--- src/rtl/byte_fifo.sv ---
// Byte FIFO with registered outputs, one-cycle push-to-head latency, running checksum of
// popped bytes and an occupancy high-water mark. Storage is never reset or flushed.
module byte_fifo #(
    parameter int WIDTH = 8,
    parameter int DEPTH = 4
) (
    input  logic                       clk,
    input  logic                       rst_n,
    input  logic                       flush,
    input  logic                       in_valid,
    output logic                       in_ready,
    input  logic [WIDTH-1:0]           in_data,
    output logic                       out_valid,
    input  logic                       out_ready,
    output logic [WIDTH-1:0]           out_data,
    output logic [$clog2(DEPTH):0]     level,
    output logic [$clog2(DEPTH):0]     max_level,
    output logic [WIDTH-1:0]           checksum
);

    localparam int PW = $clog2(DEPTH);
    localparam int LW = PW + 1;
    localparam logic [LW-1:0] FULL = LW'(DEPTH);

    logic [WIDTH-1:0] storage [DEPTH];
    logic [PW-1:0]    rd_ptr;
    logic [PW-1:0]    wr_ptr;
    logic             push;
    logic             pop;
    logic [LW-1:0]    level_next;
    logic [LW-1:0]    max_next;

    // Handshake qualifiers come only from registered level, never from the other side.
    assign in_ready  = (level != FULL);
    assign out_valid = (level != '0);
    assign out_data  = storage[rd_ptr];

    assign push = in_valid && in_ready;
    assign pop  = out_valid && out_ready;

    always_comb begin
        level_next = level;
        if (push && !pop) begin
            level_next = level + LW'(1);
        end else if (pop && !push) begin
            level_next = level - LW'(1);
        end
        max_next = (level_next > max_level) ? level_next : max_level;
    end

    always_ff @(posedge clk or negedge rst_n) begin
        if (!rst_n) begin
            rd_ptr    <= '0;
            wr_ptr    <= '0;
            level     <= '0;
            max_level <= '0;
            checksum  <= '0;
        end else if (flush) begin
            rd_ptr    <= '0;
            wr_ptr    <= '0;
            level     <= '0;
            max_level <= '0;
            checksum  <= '0;
        end else begin
            if (push) begin
                wr_ptr <= wr_ptr + PW'(1);
            end
            if (pop) begin
                rd_ptr   <= rd_ptr + PW'(1);
                checksum <= checksum + out_data;
            end
            level     <= level_next;
            max_level <= max_next;
        end
    end

    // Data array has no reset; stale entries stay hidden behind level.
    always_ff @(posedge clk) begin
        if (push && !flush) begin
            storage[wr_ptr] <= in_data;
        end
    end

endmodule

--- config.mk ---
export PLATFORM = sky130hd
export DESIGN_NAME = byte_fifo
export DESIGN_NICKNAME = d
export VERILOG_FILES = /design/src/rtl/byte_fifo.sv
export SDC_FILE = /design/constraint.sdc
export NUM_CORES = 1
export LEC_CHECK = 0
export ABC_AREA = 1
export CAP_MARGIN = 15
export CELL_PAD_IN_SITES_DETAIL_PLACEMENT = 0
export CELL_PAD_IN_SITES_GLOBAL_PLACEMENT = 1
export CORE_MARGIN = 10
export CORE_UTILIZATION = 26
export CTS_BUF_LIST = sky130_fd_sc_hd__clkbuf_4 sky130_fd_sc_hd__clkbuf_8
export DETAILED_ROUTE_END_ITERATION = 12
export HOLD_SLACK_MARGIN = 0.15
export PLACE_DENSITY = 0.57
export SYNTH_ARGS = -nofsm -noshare
export SYNTH_HDL_FRONTEND = slang
export SYNTH_SLANG_ARGS = --single-unit
--- constraint.sdc ---
create_clock -name clk -period 2.4 [get_ports clk]
set_clock_uncertainty 0.1 [all_clocks]
set_input_delay 0.72 -clock clk [delete_from_list [all_inputs] [get_ports clk]]
set_output_delay 0.72 -clock clk [all_outputs]
set_load 0.02 [all_outputs]
# ---- Word level (Yosys, flattened, before mapping)
# Memory sizes are Yosys's and may differ from the RTL's.
# Index checks and enable logic that the tools add are counted.
dict set report word_totals {
  memories 1
  mem_bits_rw 32
  reg_bits 18
  elab_cells 38
  out_inout_bits 24
}
dict set report op_classes {
  n_addsub 5
  n_eq_ne 1
  n_reduce_logical 12
  n_mux 13
  n_lt_le_gt_ge 1
}
# name depth word_bits read_ports rd_ports_with_merged_regs write_ports line_no
set mem_list {}
lappend mem_list {storage 4 8 1 0 1 25} ;# logic [WIDTH-1:0] storage [DEPTH];
# operator count
set ops {}
lappend ops {{two-way mux 8 bit} 2}
lappend ops {{two-way mux 3 bit} 5}
lappend ops {{adder 8 bit} 1}
lappend ops {{two-way mux 2 bit} 4}
lappend ops {{nonzero test 2 bit} 3}
lappend ops {{logical AND 1 bit} 5}
lappend ops {{adder 2 x 1 -> 2 bit (second input constant)} 2}
lappend ops {{adder 3 x 1 -> 3 bit (second input constant)} 1}
lappend ops {{greater-than comparator 3 bit} 1}
lappend ops {{zero test 1 bit} 3}
lappend ops {{!= test 3 bit (second input constant)} 1}
lappend ops {{nonzero test 3 bit} 1}
lappend ops {{subtractor 3 x 1 -> 3 bit (second input constant)} 1}
lappend ops {{two-way mux 1 bit} 2}

# ---- Depth between registers and ports, before layout
# Gate-level depths: netlist (run 1).
dict set report logic_depth {
  depth_word 9
  depth_mapped 17
  ltp_nobuf 17
}

# ---- Worst setup path before layout (run 1)
# Ideal clock, no wire load.
dict set report synth_path {
  path_kind {register to register}
  from {register rd_ptr[0]}
  to {register checksum[7]}
  path_buffers 2
  required_ps 2183
  slack_ps -149
  arrival_ps 2332
  path_stages_with_launch 14
  path_cell_list {dfrtp_1 > buf_2 > inv_2 > clkbuf_1 > nor2_1 > o22ai_1 > ha_1 > or2_2 > nand3_1 > nand2_1 > inv_1 > nand2_1 > nand3_1 > nand2_1}
}
dict set report synth_between {
  elab_chain_cells 4
}
# item line_no
set synth_rtl {}
lappend synth_rtl {{start: declaration} 26} ;# logic [PW-1:0] rd_ptr;
lappend synth_rtl {{start signal: assignment} 69} ;# rd_ptr <= rd_ptr + PW'(1);
lappend synth_rtl {{memory (4 x 8 bit)} n/a}
lappend synth_rtl {{net out_data[2]} 15} ;# output logic [WIDTH-1:0] out_data,
lappend synth_rtl {{adder 8 bit} 70} ;# checksum <= checksum + out_data;
lappend synth_rtl {{two-way mux 8 bit} 68} ;# if (pop) begin
lappend synth_rtl {{two-way mux 8 bit} 58} ;# end else if (flush) begin
lappend synth_rtl {{end signal: assignment} 70}
lappend synth_rtl {{end: declaration} 18} ;# output logic [WIDTH-1:0] checksum
# The timed path passes the listed nets, and every way through them passes these cells. The select of a mux whose other input is x is not followed.
# A chain may end at the register's enable or synchronous reset.

# ---- Worst setup path after layout (run 1)
dict set report layout_path {
  from {register level[0]}
  to {output port out_valid}
}
dict set report layout_between {
  elab_chain_cells 1
}
# item line_no
set layout_rtl {}
lappend layout_rtl {{start: declaration} 16} ;# output logic [$clog2(DEPTH):0] level,
lappend layout_rtl {{start signal: assignment} 72} ;# level <= level_next;
lappend layout_rtl {{nonzero test 3 bit} 35} ;# assign out_valid = (level != '0);
lappend layout_rtl {{end: declaration} 13} ;# output logic out_valid,
# Every way passes these cells.

==> impl_metrics.json, run 1 <==
{
  "first_pass_iters": 4,
  "drc": 0,
  "place_area_um2": 3470,
  "rr_worst_depth": 17,
  "gp_congestion": 0.772,
  "status": "complete, no violations",
  "rows": 36,
  "cts.clk_slew.worst_paths_ps": 110,
  "dpl.hpwl_mm": 4.80,
  "r2r_slack_ps": 170,
  "totalWireLength_mm": 6.24,
  "clockBufferDepth": 2,
  "endpoint_kind": "primary output",
  "cap_violations": 0,
  "hold_path_class": "reg2reg",
  "grt_pass1_vias": 2013,
  "setup_slack_ps": 107,
  "report.final.slew_viol_count": 0,
  "numCtsBuffers": 5,
  "root_buffer": "clkbuf_8",
  "grt_overflow": 0,
  "min_period_ps": 2290,
  "netlist_top_cells_area": "edfxtp_1 (37%), dfrtp_1 (17%), ha_1 (8.2%)",
  "fin_tns_setup_ps": 0,
  "clock.fmax_mhz": 436,
  "fin_util_pct": 37.2,
  "drive_above_1_share_pct": 30.0,
  "hold_violations": 0,
  "leakage_nw": 1.60,
  "antenna_left": 0,
  "synthCells": 265,
  "fin_crit_sh_pct": 95.5,
  "tightest_slew_ps": 263,
  "rsz0062_at_grt": "yes",
  "die_h_um": 120,
  "yosys.area.top_type_share_pct": 37.2,
  "ctsHoldBuffers": 0,
  "seq_area_frac_synth_pct": 54.6,
  "core_um2": 9730,
  "numPortBuffers": 36,
  "antenna_found_initial": 0,
  "dieArea_um2": 14300,
  "synth_nets": 296,
  "grt_usage_pct": 8.76,
  "area_growth_pct": 40.1,
  "antenna_cells": 0,
  "finalSetupViolations": 0,
  "ys_seq_elements": 50,
  "vias_per_cell": 4.22,
  "die_x_um": 120,
  "min_from": "checksum[6]",
  "timing.rr.end": "max_level[2]",
  "dp_slack_ps": -401,
  "synth_area_um2": 2580,
  "power.total_mw": 3.94,
  "critPathRequiredTime_ps": 1580,
  "syn_avg_cell_area_um2": 9.75,
  "cts_tree": "yes",
  "whs_endpoint": "checksum[6]",
  "vias": 2038,
  "p_per_area_nw_per_um2": 1090,
  "drt_iter0_drc": 74,
  "clk_latency_ps": 300,
  "critPathArrivalTime_ps": 1470,
  "synth_cell_types": 26,
  "cts.sinks": 50,
  "grt_pass1_wl_mm": 10.2,
  "crit_fanout": 4,
  "num-nets-final": 380,
  "relSlewSlack_pct": 82.4,
  "grt_max_degree": 19,
  "irDropWorstVdd_mv": 0.305,
  "start_kind": "register",
  "fin_area_um2": 3620,
  "htreeDepth": 2,
  "hold_depth": 2,
  "synth_top_area_cell": "edfxtp_1",
  "start_util_pct": 26.6,
  "path_class": "reg2out",
  "rr_startpoint": "level[0]",
  "num_io_pins": 37,
  "wl_per_cell_um": 12.9,
  "synth_warnings": 0
}
state kept, by name (all words and copies together), names as in the netlist:
signal and count:
rd_ptr 2, checksum 8, storage 32, level 3
max_level 3, wr_ptr 2
metal layers:
layer  vias up  global-route usage (%)  share of wire (%)  routed length (um)
met3         4                    1.92                3.3                 206
met4         0                    2.94                1.2                  76
met1       940                    11.3                 48                2980
met5         -                       0                  0                   0
li1       1063                       -                  -                   -
met2        31                    14.2                 48                2980
synthesized netlist by cell type:
cell / count
a21oi_1: 8
a22o_1: 2
and2_1: 1
buf_2: 1
clkbuf_1: 3
dfrtp_1: 18
edfxtp_1: 32
fa_1: 1
ha_1: 17
inv_1: 28
inv_2: 5
nand2_1: 54
nand2_2: 6
nand2_4: 4
nand3_1: 21
nand3_2: 1
nand3b_1: 1
nand4_1: 5
nor2_1: 22
nor2_4: 2
o21ai_0: 19
o21ai_1: 1
o21ai_2: 1
o22ai_1: 7
or2_2: 2
xnor2_1: 3
placed cells by master, fill, tap and decap left out, types with 2 or more instances in the layout:
master / netlist / final
nand2_1: 54 / 50
buf_4: 0 / 46
edfxtp_1: 32 / 32
inv_1: 28 / 27
clkdlybuf4s50_1: 0 / 25
nor2_1: 22 / 21
nand3_1: 21 / 20
dfrtp_1: 18 / 15
ha_1: 17 / 14
o21ai_0: 19 / 10
nand2_2: 6 / 10
o21ai_1: 1 / 9
o22ai_2: 0 / 6
a21oi_1: 8 / 6
buf_2: 1 / 6
inv_2: 5 / 5
nand4_1: 5 / 5
clkbuf_8: 0 / 5
nand2_4: 4 / 4
xnor2_1: 3 / 3
ha_4: 0 / 3
dfrtp_2: 0 / 3
nand3_2: 1 / 2
o21ai_2: 1 / 2
nor2_4: 2 / 2
a21oi_2: 0 / 2
or2_2: 2 / 2
a22o_1: 2 / 2
clkinv_4: 0 / 2
dlygate4sd2_1: 0 / 2
kinds of logic after synthesis:
group,after synthesis,synth area share (%)
xor gates and xnor gates,3,1.02
buffers and inverters,37,5.42
and+or+nand+nor,119,21.8
AOI/OAI and AO/OA,38,8.14
adders and majority gates,18,9.01
DFF,50,54.6
how the worst max path moves through the flow:
stage / startpoint / to / slack (ps) / depth (start not counted)
final: level[0] / out_valid / 110 / 4
after global routing: rd_ptr[0] / out_data[6] / -10 / 5
after CTS: out_ready / max_level[1] / 8 / 15
after detailed placement: out_ready / max_level[1] / -400 / 15
after global placement: out_ready / max_level[2] / -350 / 15
after floorplan: rd_ptr[0] / checksum[7] / -40 / 14
area by class of cell:
class                      instances  area, um2
inverter                          33        126
timing repair buffer              81        676
fill                            1035       6110
clock inverter                     3       28.8
clock buffer                       5       68.8
tap                              133        166
sequential                        50       1420
multi-input combinational        178       1140
stage by stage:
| step | hold WS, ps | instances |
|---|---|---|
| 2_1_floorplan | 324 | 265 |
| 3_3_place_gp | 399 | 474 |
| 3_5_place_dp | 408 | 474 |
| 4_1_cts | 434 | 482 |
| 5_1_grt | 451 | 483 |
| 6_report | 431 | 483 |
critical path, cell delays in order, from the launching register on:
cell and delay [ps]:
dfrtp_2 440, inv_1 140, ha_4 190, nand2_4 70
dlygate4sd2_1 320
where the power goes:
group | total (mW) | internal, mW | switching, mW
Sequential | 1.17 | 1.05 | 0.118
Combinational | 2.24 | 1.06 | 1.18
Clock | 0.530 | 0.217 | 0.313
repair_timing:
item                                    CTS  global route
endpoints found under the setup margin   14            17
setup buffers                             0             1
resized for setup                        38            26
pin swaps                                 1             5
Power figures use the tool's default switching activity.
==> inputs of run 2 (changes only) <==
--- a/config.mk
+++ b/config.mk
@@ -5,7 +5,6 @@
 export SDC_FILE = /design/constraint.sdc
 export NUM_CORES = 1
 export LEC_CHECK = 0
-export ABC_AREA = 1
 export CAP_MARGIN = 15
 export CELL_PAD_IN_SITES_DETAIL_PLACEMENT = 0
 export CELL_PAD_IN_SITES_GLOBAL_PLACEMENT = 1
@@ -14,7 +13,7 @@
 export CTS_BUF_LIST = sky130_fd_sc_hd__clkbuf_4 sky130_fd_sc_hd__clkbuf_8
 export DETAILED_ROUTE_END_ITERATION = 12
 export HOLD_SLACK_MARGIN = 0.15
-export PLACE_DENSITY = 0.57
+export PLACE_DENSITY = 0.55
 export SYNTH_ARGS = -nofsm -noshare
 export SYNTH_HDL_FRONTEND = slang
 export SYNTH_SLANG_ARGS = --single-unit
==> run 2 against run 1 <==
Against the previous run: synthesized area up 0.29%; clock power down 2%; total power up 25%; combinational power up 43%; first-iteration DRC count down 26%; via count down 6.5%; sequential power about the same; non-clock buffer count up 16; sequential share of layout area down 3.3 points; clock-buffer cell count unchanged; critical path depth up 5; register-to-register slack worse by 400 ps; critical endpoint is now checksum[6]; critical path type is now reg2reg; the flow now finishes with violations (setup timing).
==> impl_metrics.json, run 2 <==
{
  "yosysMostFrequentCell": "edfxtp_1",
  "synth_cell_types": 46,
  "relSlewSlack_pct": 79.1,
  "numCtsBuffers": 5,
  "whs_endpoint": "checksum[4]",
  "slowest_stage": "mux4_2",
  "num-nets-final": 333,
  "tightest_slew_ps": 314,
  "grt_pass1_wl_mm": 10.2,
  "setup_slack_ps": -230,
  "top_register": "storage",
  "drc": 0,
  "grt_max_degree": 19,
  "synth_top_area_cell": "edfxtp_1",
  "drive_above_1_share_pct": 43.6,
  "synth_edf_count": 32,
  "area_growth_pct": 52.4,
  "core_um2": 9730,
  "clk_latency_ps": 310,
  "clock.fmax_mhz": 380,
  "antenna_cells": 0,
  "vias": 1906,
  "gp_congestion": 0.749,
  "ys.flop_type": "edfxtp_1",
  "synth_area_um2": 2590,
  "yosys.area.top_type_share_pct": 37.1,
  "num_io_pins": 37,
  "leakage_nw": 1.56,
  "path_buf_inv": 1,
  "synth_nets": 237,
  "largest_reg_flops": 32,
  "cts.sinks": 50,
  "cp_cell_sequence": "buf_12 -> mux4_2 -> ha_4 -> fa_2 -> a21o_1 -> a21oi_2 -> o21ai_1 -> nor4_1 -> a311o_1",
  "p_per_area_nw_per_um2": 1250,
  "antenna_left": 0,
  "timing.rr.end": "checksum[6]",
  "r2r_slack_ps": -230,
  "violations": "setup timing",
  "cts_tree": "yes",
  "irDropWorstVdd_mv": 0.354,
  "drt_iter0_drc": 55,
  "syn_avg_cell_area_um2": 12.6,
  "rows": 36,
  "numPortBuffers": 36,
  "finalSetupViolations": 16,
  "yosys-top-cells-count": "edfxtp_1 (32), nand2_1 (19), dfrtp_1 (18)",
  "hold_violations": 0,
  "power.total_mw": 4.93,
  "hold_depth": 2,
  "cp_slowest_stage_delay_ps": 560,
  "grt_pass1_vias": 2030,
  "crit_cells": 9,
  "antenna_found_initial": 0,
  "critPathArrivalTime_ps": 2780,
  "dp_slack_ps": -711,
  "endpoint_kind": "register",
  "rr_startpoint": "rd_ptr[0]",
  "start_kind": "register",
  "dieArea_um2": 14400,
  "report.final.slew_viol_count": 0,
  "first_pass_iters": 5,
  "synth_warnings": 0,
  "fin_area_um2": 3950,
  "synthCells": 206,
  "seq_area_frac_synth_pct": 54.5,
  "htreeDepth": 2,
  "clockBufferDepth": 2,
  "hold_path_class": "reg2reg",
  "critPathRequiredTime_ps": 2550,
  "crit_family": "compound AO/OA/AOI/OAI gates",
  "die_x_um": 120,
  "start_util_pct": 26.6,
  "totalWireLength_mm": 6.36,
  "place_area_um2": 3480,
  "die_h_um": 120,
  "wl_per_cell_um": 14.6,
  "worst_hold_slack_ps": 477,
  "grt_overflow": 0,
  "fin_tns_setup_ps": -1930,
  "mostFrequentLayoutCell": "buf_4",
  "final_cell_mix": "buf_4 (49), edfxtp_1 (32), clkdlybuf4s50_1 (24)",
  "netlist_top_cells_area": "edfxtp_1 (37%), dfrtp_1 (17%), ha_1 (8.2%)",
  "root_buffer": "clkbuf_8",
  "reg_top3": "storage: 32 flops, checksum: 8 flops",
  "ctsHoldBuffers": 0,
  "fin_crit_sh_pct": 110,
  "ys_seq_elements": 50,
  "cts.clk_slew.worst_paths_ps": 100,
  "ys_async_sr_fraction_pct": 36.0,
  "min_from": "checksum[4]",
  "vias_per_cell": 4.37,
  "rsz0062_at_grt": "yes",
  "status": "complete, but fails checks",
  "rr_worst_depth": 9,
  "crit_fanout": 5,
  "grt_usage_pct": 8.81,
  "dpl.hpwl_mm": 4.59,
  "min_period_ps": 2630,
  "nFillCells": 974,
  "path_class": "reg2reg",
  "cap_violations": 0
}
## run 2: worst max-delay path by stage
stage / to / from / slack [ps]
after floorplan: checksum[6] / rd_ptr[0] / -120
after global placement: max_level[0] / in_valid / -650
after detailed placement: max_level[0] / in_valid / -710
after CTS: checksum[6] / rd_ptr[0] / -230
after global routing: max_level[0] / level[0] / -340
final: checksum[6] / rd_ptr[0] / -230
## run 2: cells by family (layout without fill, tap and decap cells)
kind of cell / Yosys count / in the layout / synth area share, %
fa+ha+maj: 18 / 18 / 8.98
simple gates: 64 / 64 / 12.4
xor+xnor: 8 / 8 / 2.70
buf+inv: 20 / 117 / 3.72
flops: 50 / 50 / 54.5
mux: 10 / 10 / 8.79
compound gates: 36 / 36 / 8.98
## run 2: worst min-delay path, stage by stage, from the launching register on
cell     delay [ps]
dfrtp_1         420
nand2_1          70
a21oi_1          50
## run 2: timing repair
item,in CTS,in global routing
pin swaps,13,14
setup endpoints to repair,17,17
cloned,0,1
setup buffers,14,8
gates resized for setup,66,30
## run 2: cell type report
| cell class | instances | area [um2] | share of cell area (%) |
|---|---|---|---|
| Clock buffer | 5 | 68.8 | 1.74 |
| Clock inverter | 3 | 28.8 | 0.729 |
| Inverter | 12 | 47.5 | 1.20 |
| Multi-Input combinational cell | 136 | 1310 | 33.1 |
| Sequential cell | 50 | 1420 | 35.8 |
| Tap cell | 133 | 166 | 4.21 |
| Timing Repair Buffer | 97 | 916 | 23.2 |
## run 2: power by group
group,total [mW],internal [mW],leakage [nW],switching [mW]
Sequential,1.20,1.06,0.528,0.141
Clock,0.522,0.216,0.0502,0.306
Combinational,3.21,1.76,0.985,1.45
## run 2: stage by stage
stage | utilization (%) | std cells
4_1_cts | 38.7 | 427
3_5_place_dp | 35.8 | 405
5_1_grt | 40.6 | 436
2_1_floorplan | - | 206
3_3_place_gp | 35.8 | 405
6_report | 40.6 | 436
## run 2: layer usage
metal	up-vias	wire [um]	global-route usage, %
met3	4	198	2.06
met4	0	47	2.26
li1	943	-	-
met5	-	0	0
met1	938	2870	10.8
met2	21	3250	15.2
==> inputs of run 3 (changes only) <==
==> constraint.sdc (replaced) <==
create_clock -name clk -period 2.3 [get_ports clk]
set_clock_uncertainty 0.1 [all_clocks]
set_input_delay 0.69 -clock clk [delete_from_list [all_inputs] [get_ports clk]]
set_output_delay 0.69 -clock clk [all_outputs]
set_load 0.02 [all_outputs]
==> run 3 against run 2 <==
Against the previous run: the flow still finishes with violations (setup timing); via count down 1.9%; first-iteration DRC count is 5.5% higher; global-route usage hardly changed; non-clock buffer count is 5 lower; design area fell by 1.4%; register-to-register slack got worse by 20 ps; worst setup slack got worse by 33 ps; clock-buffer cell count unchanged; final cell count fell by 1.1%; utilization fell by 0.55 points; flip-flop and latch count did not move; hold slack improved by 8.9 ps.
==> impl_metrics.json, run 3 (synthesis gave the netlist of run 2 again) <==
{
  "cap_violations": 0,
  "status": "complete, but fails checks",
  "cts.sinks": 50,
  "rsz0062_at_grt": "yes",
  "switching_share_pct": 37.8,
  "area_growth_pct": 50.4,
  "rr_startpoint": "rd_ptr[0]",
  "antenna_cells": 0,
  "core_um2": 9730,
  "grt_pass1_vias": 2037,
  "clk_latency_ps": 300,
  "slowest_stage": "mux4_2",
  "ff_latch_area_um2": 1410,
  "crit_top_cell": "buf_4",
  "setup_slack_ps": -264,
  "start_util_pct": 26.6,
  "clock.fmax_mhz": 390,
  "vias": 1869,
  "grt_overflow": 0,
  "netSwitchingPower_mw": 1.88,
  "grt_pass1_wl_mm": 10.3,
  "grt_usage_pct": 8.79,
  "pwr-share-clk_pct": 12.5,
  "numCtsBuffers": 5,
  "numPortBuffers": 36,
  "cp_cell_sequence": "buf_12 -> mux4_2 -> buf_4 -> buf_6 -> buf_4",
  "root_buffer": "clkbuf_8",
  "rows": 36,
  "drc": 0,
  "path_buf_inv": 4,
  "violations": "setup timing",
  "first_pass_iters": 4,
  "antenna_found_initial": 0,
  "wl_per_cell_um": 14.3,
  "irDropWorstVdd_mv": 0.422,
  "finalSetupViolations": 16,
  "min_from": "checksum[4]",
  "min_period_ps": 2560,
  "relSlewSlack_pct": 76.4,
  "endpoint_kind": "primary output",
  "start_kind": "register",
  "cts_tree": "yes",
  "gp_congestion": 0.770,
  "grt_max_degree": 19,
  "mostFrequentLayoutCell": "buf_4",
  "p_int_mw": 3.08,
  "antenna_left": 0,
  "tightest_slew_ps": 353,
  "r2r_slack_ps": -250,
  "critPathRequiredTime_ps": 1510,
  "drive_above_1_share_pct": 44.3,
  "dieArea_um2": 14400,
  "drt_iter0_drc": 58,
  "rr_worst_depth": 8,
  "multi_input_area_um2": 1330,
  "fin_crit_sh_pct": 111,
  "dp_cells": 411,
  "critPathArrivalTime_ps": 1770,
  "crit_family": "multiplexers",
  "num-nets-final": 328,
  "largest_reg_flops": 32,
  "cp_slowest_stage_delay_ps": 550,
  "die_x_um": 120,
  "power_frac_comb_pct": 62.2,
  "path_class": "reg2out",
  "final_cell_mix": "buf_4 (52), edfxtp_1 (32), clkdlybuf4s50_1 (23)",
  "crit_fanout": 6,
  "report.final.slew_viol_count": 0,
  "fin_tns_setup_ps": -2260,
  "p_per_area_nw_per_um2": 1270,
  "nFillCells": 959,
  "htreeDepth": 2,
  "leakage_nw": 1.54,
  "totalWireLength_mm": 6.16,
  "num_io_pins": 37,
  "die_h_um": 120,
  "hold_violations": 0,
  "dpl.hpwl_mm": 4.58,
  "whs_endpoint": "checksum[4]",
  "top_register": "storage",
  "p_seq_share_pct": 25.2,
  "vias_per_cell": 4.34,
  "hold_depth": 2,
  "hold_path_class": "reg2reg",
  "reg_top3": "storage: 32 flops, checksum: 8 flops",
  "timing.rr.end": "checksum[7]",
  "post_layout_nonfiller_instances": 431,
  "clockBufferDepth": 2,
  "cts.clk_slew.worst_paths_ps": 90
}
[run 3: cell count changes in the layout (fill, tap and decap cells not counted), sizes merged]
cell	change
buf	-2
clkbuf	-2
dlygate4sd2	-2
bufinv	+1
clkdlybuf4s15	+1
clkdlybuf4s50	-1
clkinv	-1
dlymetal6s2s	+1
[run 3: layer usage]
metal  track usage, %  wire length, um  vias up
li1                 -                -      935
met1             11.3             2920      904
met2             14.4             2990       24
met3             2.16              188        6
met4             2.34               64        0
met5                0                0        -
[run 3: stage by stage]
stage	setup WS, ps	hold slack, ps	total power [mW]	instance area (um2)	util, %
after CTS	-288	485	4.87	3820	39.2
after global routing	-356	523	5.34	3900	40.0
final	-264	486	4.96	3900	40.0
after floorplan	-224	294	2.76	2720	-
after global placement	-748	458	3.83	3530	36.3
after detailed placement	-797	457	3.83	3530	36.3
[run 3: power groups by stage]
stage / Clock [mW] / Sequential (mW) / Combinational, mW
after global placement: 0 / 1.25 / 2.58
after CTS: 0.647 / 1.25 / 2.98
after global routing: 0.683 / 1.27 / 3.38
after floorplan: 0 / 1.33 / 1.43
final: 0.622 / 1.25 / 3.09
after detailed placement: 0 / 1.25 / 2.58
[run 3: worst reg2reg max path, cell delays in order, from the launching register on]
cell and delay (ps):
dfrtp_1 380, buf_12 130, buf_4 110, mux4_2 560
ha_1 370, a21o_2 230, nor4b_1 150, a311oi_1 280
nand4_1 110
[run 3: final cells by class]
class                   count  area share [%]
multi-input cells         136            34.1
repair buffers             92            21.2
well taps                 133            4.27
inverters                  12            1.28
flip-flops and latches     50            36.3
clock buffers               5            1.77
clock inverters             3            1.09
[run 3: how the worst max path moves through the flow]
stage | start | endpoint | cells after the start
finish | rd_ptr[0] | out_data[0] | 5
CTS | rd_ptr[0] | checksum[6] | 9
global placement | in_valid | max_level[1] | 12
detailed placement | in_valid | max_level[1] | 12
global route | rd_ptr[0] | checksum[6] | 9
floorplan | rd_ptr[0] | checksum[6] | 8
[run 3: repair_timing]
item                                    4_1_cts  5_1_grt
setup buffers                                10        3
pin swaps                                    14       14
endpoints found under the setup margin       19       20
gates resized for setup                      85       17
hold buffers                                  0        0
